`config.mk`:
```
export PLATFORM = sky130hd
export DESIGN_NAME = conv_operand_loader
export DESIGN_NICKNAME = d
export VERILOG_FILES = /design/src/rtl/conv_operand_loader.sv
export SDC_FILE = /design/constraint.sdc
export NUM_CORES = 1
export LEC_CHECK = 0
export CORE_ASPECT_RATIO = 1.75
export CORE_MARGIN = 2
export CORE_UTILIZATION = 30
export CTS_CLUSTER_DIAMETER = 40
export DETAILED_ROUTE_END_ITERATION = 6
export PLACE_DENSITY = 0.61
export SLEW_MARGIN = 25
export SYNTH_ARGS = -nofsm -noshare
export SYNTH_HDL_FRONTEND = slang
export SYNTH_SLANG_ARGS = --single-unit
```
`constraint.sdc`:
```
create_clock -name clk -period 4.3 [get_ports clk]
set_input_delay 0.86 -clock clk [delete_from_list [all_inputs] [get_ports clk]]
set_output_delay 0.86 -clock clk [all_outputs]
set_load 0.02 [all_outputs]
```
`src/rtl/conv_operand_loader.sv`:
```
// Serial operand loader: collects a 25-byte frame (16 image + 9 filter bytes),
// commits it atomically to parallel buses, pulses run, then blocks input for a busy window.
module conv_operand_loader #(
  parameter int DATA_W      = 8,
  parameter int BUSY_CYCLES = 128
) (
  input  logic                  clk,
  input  logic                  reset,
  input  logic                  in_valid,
  output logic                  in_ready,
  input  logic [DATA_W-1:0]     in_data,
  input  logic                  in_last,
  output logic [16*DATA_W-1:0]  img_bus,
  output logic [9*DATA_W-1:0]   flt_bus,
  output logic                  run,
  output logic                  busy,
  output logic                  frame_err,
  output logic [1:0]            state
);

  localparam int CNT_W = $clog2(BUSY_CYCLES + 1);

  typedef enum logic [1:0] {
    LOAD = 2'd0,
    FIRE = 2'd1,
    BUSY = 2'd2
  } state_t;

  state_t                 cur_state, nxt_state;
  logic [4:0]             idx;
  logic [CNT_W-1:0]       busy_cnt;
  // The final byte goes straight to the bus at commit, so only 24 slots are shadowed.
  logic [24*DATA_W-1:0]   shadow;
  logic                   accept, at_end, good_end, bad_end;
  logic                   run_d, err_d;

  assign accept   = in_valid && in_ready;
  assign at_end   = (idx == 5'd24);
  assign good_end = accept && at_end && in_last;
  // A frame is malformed when in_last and the 25th position disagree.
  assign bad_end  = accept && (in_last ^ at_end);
  assign state    = cur_state;

  // NOTE: sequential state uses non-blocking assignments so every register samples pre-edge values.
  always_ff @(posedge clk or negedge reset) begin
    if (!reset) cur_state <= LOAD;
    else        cur_state <= nxt_state;
  end

  // NOTE: every combinational output gets a default first, so no path can infer a latch.
  always_comb begin
    nxt_state = cur_state;
    unique case (cur_state)
      LOAD:    if (good_end) nxt_state = FIRE;
      FIRE:    nxt_state = BUSY;
      BUSY:    if (busy_cnt == CNT_W'(1)) nxt_state = LOAD;
      default: nxt_state = LOAD;
    endcase
  end

  always_comb begin
    in_ready = (cur_state == LOAD);
    busy     = (cur_state == FIRE) || (cur_state == BUSY);
    run_d    = (cur_state == LOAD) && (nxt_state == FIRE);
    err_d    = bad_end;
  end

  // NOTE: shadow storage is reset along with everything else so a partial frame never leaks across reset.
  always_ff @(posedge clk or negedge reset) begin
    if (!reset) begin
      idx       <= '0;
      busy_cnt  <= '0;
      shadow    <= '0;
      img_bus   <= '0;
      flt_bus   <= '0;
      run       <= 1'b0;
      frame_err <= 1'b0;
    end else begin
      run       <= run_d;
      frame_err <= err_d;

      if (accept) begin
        if (in_last || at_end) idx <= '0;
        else                   idx <= idx + 5'd1;
        if (!in_last && !at_end)
          shadow[int'(idx)*DATA_W +: DATA_W] <= in_data;
      end

      if (good_end) begin
        img_bus <= shadow[16*DATA_W-1:0];
        flt_bus <= {in_data, shadow[24*DATA_W-1:16*DATA_W]};
      end

      if (cur_state == FIRE)      busy_cnt <= CNT_W'(BUSY_CYCLES);
      else if (cur_state == BUSY) busy_cnt <= busy_cnt - CNT_W'(1);
    end
  end

endmodule
```
Word-level counts from Yosys, hierarchy flattened
Index checks and enable logic that the tools add are counted.
{"block": "word_totals", "ff_bits": 409, "latchBits": 0, "ramBits": 0, "romBits": 0, "out_inout_bits": 206, "mem_count": 0}
{"block": "op_classes", "add_sub_neg": 3, "multipliers": 0, "div_mod_pow": 0, "order_cmp": 0, "n_eq_ne": 5, "n_shift": 2, "n_mux": 7, "bitwise": 1, "n_reduce_logical": 13}
{"op": "$bwmux W192", "n": 1}
{"op": "$shift A8 B33 Y192 const A", "n": 1}
{"op": "$shiftx A8 B33 Y192", "n": 1}
{"op": "$neg A8 Y33", "n": 1}
{"op": "$mux W8", "n": 2}
{"op": "$eq A8 B1 Y1 const B", "n": 1}
{"op": "$sub A8 B1 Y8 const B", "n": 1}
{"op": "$logic_and A1 B1 Y1", "n": 6}
{"op": "$pmux W2 S3", "n": 1}
{"op": "$add A5 B1 Y5 const B", "n": 1}
{"op": "$eq A5 B5 Y1 const B", "n": 1}
{"op": "$mux W5", "n": 1}
{"op": "$eq A2 B1 Y1 const B", "n": 2}
{"op": "$mux W2", "n": 2}
{"op": "$eq A2 B2 Y1 const B", "n": 1}
{"op": "$logic_not A1 Y1", "n": 2}
{"op": "$logic_not A2 Y1", "n": 1}
{"op": "$logic_or A1 B1 Y1", "n": 2}
{"op": "$reduce_and A2 Y1", "n": 1}
{"op": "$reduce_bool A2 Y1", "n": 1}
{"op": "$xor A1 B1 Y1", "n": 1}

Logic depth before layout (Yosys ltp)
{"block": "depth", "depth_word": 8, "mapped_depth": 13, "mapped_depth_nobuf": 9}

Worst setup path before layout
OpenSTA, ideal clock, no wires.
{"block": "synth_path", "kind": "flip-flop to flip-flop", "start": "register idx[0]", "end": "register shadow[144]", "arrival_ns": 3.071, "setup_slack_ns": 1.104, "path_stages_with_launch": 13, "period_less_slack_ns": 3.196, "path_cell_list": "dfrtp_1 buf_2 buf_2 inv_1 ha_1 buf_4 nor3b_1 ha_1 buf_2 nand4b_1 or4_1 nor2_4 mux2_2"}
{"block": "synth_between", "elab_chain_len": 4, "word_cells_on_any_way": 8, "cone_classes": "add/sub (1); eq/ne (1); shift (2); mux (1); reduce/logical (3)"}
{"item": "from (decl)", "line_no": "30", "text": "logic [4:0] idx;"}
{"item": "from (signal assigned)", "line_no": "84", "text": "else idx <= idx + 5'd1;"}
{"item": "branches (longest 4 deep; another with $neg A8 Y33)"}
{"item": "to (signal, indexed assignment)", "line_no": "86", "text": "shadow[int'(idx)*DATA_W +: DATA_W] <= in_data;"}
{"item": "to (decl)", "line_no": "33", "text": "logic [24*DATA_W-1:0] shadow;"}
Parallel ways; which one is timed is not known.
A chain may end at the register's enable or synchronous reset.

Worst setup path in the final report
{"block": "layout_path", "start": "register idx[0]", "end": "register shadow[180]"}
Same word-level chain as after synthesis.

==> flow_metrics.env <==
export IMPL_power_mw=7.92
export IMPL_cts_repair_resized=0
export IMPL_startpoint="idx[0]$_DFFE_PN0P_"
export IMPL_vias=10100
export IMPL_final_cell_mix="dfrtp_1 (409), mux2_2 (355), clkdlybuf4s50_1 (216)"
export IMPL_status="finished, final reports clean"
export IMPL_synth_edf_count=0
export IMPL_r2r_start="idx[0]$_DFFE_PN0P_"
export IMPL_dieArea_mm2=0.0575
export IMPL_path_class="reg2reg"
export IMPL_drt_wl_total_um=46700
export IMPL_finalNetCount=1393
export IMPL_fin_setup_tns_ps=0
export IMPL_final_common_cell="dfrtp_1"
export IMPL_synthXorXnorAreaFrac_pct=0.323
export IMPL_power_frac_clock_pct=49.4
export IMPL_clock_skew_ps=28.5
export IMPL_gp_congestion=0.853
export IMPL_ys_warn_count=0
export IMPL_ant_nets=0
export IMPL_grt_max_degree=84
export IMPL_dieWidth_um=182
export IMPL_critPathSlowestCell="dfrtp_1"
export IMPL_async_flop_share_pct=100
export IMPL_drc=0
export IMPL_antenna_cells=0
export IMPL_rows=114
export IMPL_netlist_instances=1145
export IMPL_swShare_pct=22.3
export IMPL_first_iter_violations=536
export IMPL_cp_arrival_ps=4370
export IMPL_critPathLaunchType="flop"
export IMPL_htree_levels=2
export IMPL_grt_ovfl_total=0
export IMPL_crit_path_max_fanout=18
export IMPL_grt_pass1_wl_um=70200
export IMPL_p_sw_mw=1.77
export IMPL_port_buffers=217
export IMPL_io_pins=218
export IMPL_path_common_cell="ha_1"
export IMPL_setup_violations=0
export IMPL_crit_required_ps=4740
export IMPL_synth_nets=1167
export IMPL_pwr_share_seq_pct=48.6
export IMPL_synth_mux_area_fraction_pct=25.7
export IMPL_cts_root_buf="clkbuf_16"
export IMPL_cts_setup_buffers=0
export IMPL_path_buf_inv=1
export IMPL_dpl_worst_slack_ps=501
export IMPL_cp_end_kind="flop"
export IMPL_synth_seq_cells=409
export IMPL_detail_route_wl_per_cell_um=22.2
export IMPL_p_int_mw=6.15
export IMPL_core_area_mm2=0.0551
export IMPL_vias_per_cell=4.78
export IMPL_hold_viol=0
export IMPL_dp_hpwl_um=33600
export IMPL_grt_pass1_vias=10900
export IMPL_crit_path_cell_trace="inv_1 -> ha_1 -> nor3b_1 -> ha_1 -> nand4b_1 -> nor3_1 -> nand4_1 -> mux2_2"
export IMPL_synth_compound_area_share_pct=2.65
export IMPL_crit_end="shadow[180]$_DFFE_PN0P_"
export IMPL_drive_gt1_share_pct=34.9
export IMPL_ctsHoldBuffers=0
export IMPL_avgSynthCellArea_um2=14.5
export IMPL_antenna_found_initial=1
export IMPL_cts_buffers=44
export IMPL_period_needed_ps=3930
export IMPL_worst_slew_pin_slew_ps=964
export IMPL_maxCapViolCount=0
export IMPL_worst_slew_margin_rel_pct=35.7
export IMPL_clk_pin_slew_worst_paths_ps=60
export IMPL_synth_flop_cell="dfrtp_1"
export IMPL_rrSetupSlack_ps=370
export IMPL_max_clock_freq_ghz=0.254
export IMPL_path_delay_family="simple AND/OR/NAND/NOR gates"
export IMPL_fin_ws_ps=369
export IMPL_cts_buffer_depth=3
export IMPL_p_leak_nw=10.3
export IMPL_max_stage_delay_ps=720
export IMPL_synthAdderAreaFrac_pct=0.751
export IMPL_hold_path_class="in2async"
export IMPL_synthSimpleGateAreaFrac_pct=6.71
export IMPL_ys_seq_area_share_pct=61.5
export IMPL_synth_top_family_by_area="multiplexers"
export IMPL_slew_viol_final=0
export IMPL_syn_cell_area_mm2=0.0166
export IMPL_worstSkewPairLatency_ps=560
export IMPL_initial_core_util_pct=30.2
export IMPL_die_y_um=316
export IMPL_peakVddDrop_uv=317
export IMPL_comb_power_share_pct=2.0
export IMPL_yosysUniqueCellTypes=64
export IMPL_cts_tree="done"
export IMPL_reg2reg_depth=8
export IMPL_drt_pass1_iter_count=4
export IMPL_cts_sinks=409
export IMPL_rr_endpoint="shadow[180]$_DFFE_PN0P_"
export IMPL_rsz0062_at_grt="no"
export IMPL_fillers=5175
export IMPL_power_density_mw_per_mm2=374
export IMPL_synthToLayoutAreaGrowth_pct=27.1
export IMPL_grtUsageTotal_pct=16.4
export IMPL_cp_depth=8
export IMPL_finalCritPeriodShare_pct=91.4
metrics by stage:
stage | hold WS [ps] | instances | cell area [µm²] | util [%]
finish | 251 | 2102 | 21200 | 38.4
global route | 275 | 2102 | 21200 | 38.4
CTS | 265 | 2102 | 21200 | 38.4
detailed placement | 475 | 2021 | 19700 | 35.7
global placement | 466 | 2020 | 19600 | 35.6
floorplan | 445 | 1145 | 16600 | -
cell usage after synthesis (all sizes together) (5+ instances only):
cell type	number	area share, %
nor2	79	1.9
nand4	5	0.23
a21oi	5	0.15
mux2i	9	0.54
dfrtp	409	61
nor4	5	0.46
mux2	370	25
inv	22	0.50
buf	45	1.6
and2	8	0.30
o21ai	28	0.86
nor3	23	0.82
clkbuf	13	0.29
nand3	9	0.35
nand2	37	0.91
ha	10	0.75
nand2b	5	0.19
or3	9	0.34
sequential cells by signal (all words and copies together) (netlist names):
register and count:
busy_cnt 8, flt_bus 72, frame_err 1, idx 5
img_bus 128, run 1, shadow 192, state 2
power groups by stage:
| stage | clock (mW) | combinational [mW] | sequential (mW) |
|---|---|---|---|
| 3_3_place_gp | 0 | 0.160 | 3.92 |
| 3_5_place_dp | 0 | 0.166 | 3.92 |
| 6_report | 3.92 | 0.157 | 3.85 |
| 2_1_floorplan | 0 | 0.0209 | 3.92 |
| 5_1_grt | 4.18 | 0.178 | 3.84 |
| 4_1_cts | 4.03 | 0.166 | 3.85 |
metal layers:
layer	vias to the layer above	global-route usage (%)	share of wire (%)
li1	4482	-	-
met1	5225	17.7	37
met2	254	30.9	54
met3	92	3.01	4.6
met4	2	7.28	4.6
met5	-	0	0.028
final cells by class:
| class | instances | area (µm²) | area share (%) |
|---|---|---|---|
| Timing Repair Buffer | 238 | 2430 | 11.5 |
| Clock inverter | 22 | 254 | 1.20 |
| Inverter | 22 | 82.6 | 0.390 |
| Clock buffer | 59 | 1260 | 5.95 |
| Sequential cell | 409 | 10200 | 48.4 |
| Multi-Input combinational cell | 656 | 6030 | 28.5 |
| Tap cell | 696 | 871 | 4.11 |
worst reg2reg max path, cell delays in order (launching register included):
cell and delay, ps:
dfrtp_1 720, inv_1 120, ha_1 370, nor3b_1 210, ha_1 480, nand4b_1 420, nor3_1 510, nand4_1 530
mux2_2 450
kinds of logic (layout without fill, tap and decap cells):
logic type      count (synthesis)  in the layout
compound gates                 60             60
xor+xnor                        4              4
fa+ha+maj                      10             10
buf+inv                        80            341
flops                         409            409
mux                           379            379
simple gates                  203            203
worst min path at each step:
stage	from	end	cells after the start	slack [ps]
after floorplan	shadow[130]$_DFFE_PN0P_	shadow[130]$_DFFE_PN0P_	1	450
after global placement	img_bus[114]$_DFFE_PN0P_	img_bus[114]$_DFFE_PN0P_	2	470
after detailed placement	flt_bus[23]$_DFFE_PN0P_	flt_bus[23]$_DFFE_PN0P_	2	470
after CTS	reset	img_bus[86]$_DFFE_PN0P_	1	260
after global routing	reset	shadow[84]$_DFFE_PN0P_	1	280
final	reset	shadow[84]$_DFFE_PN0P_	1	250
Power figures use the tool's default switching activity.
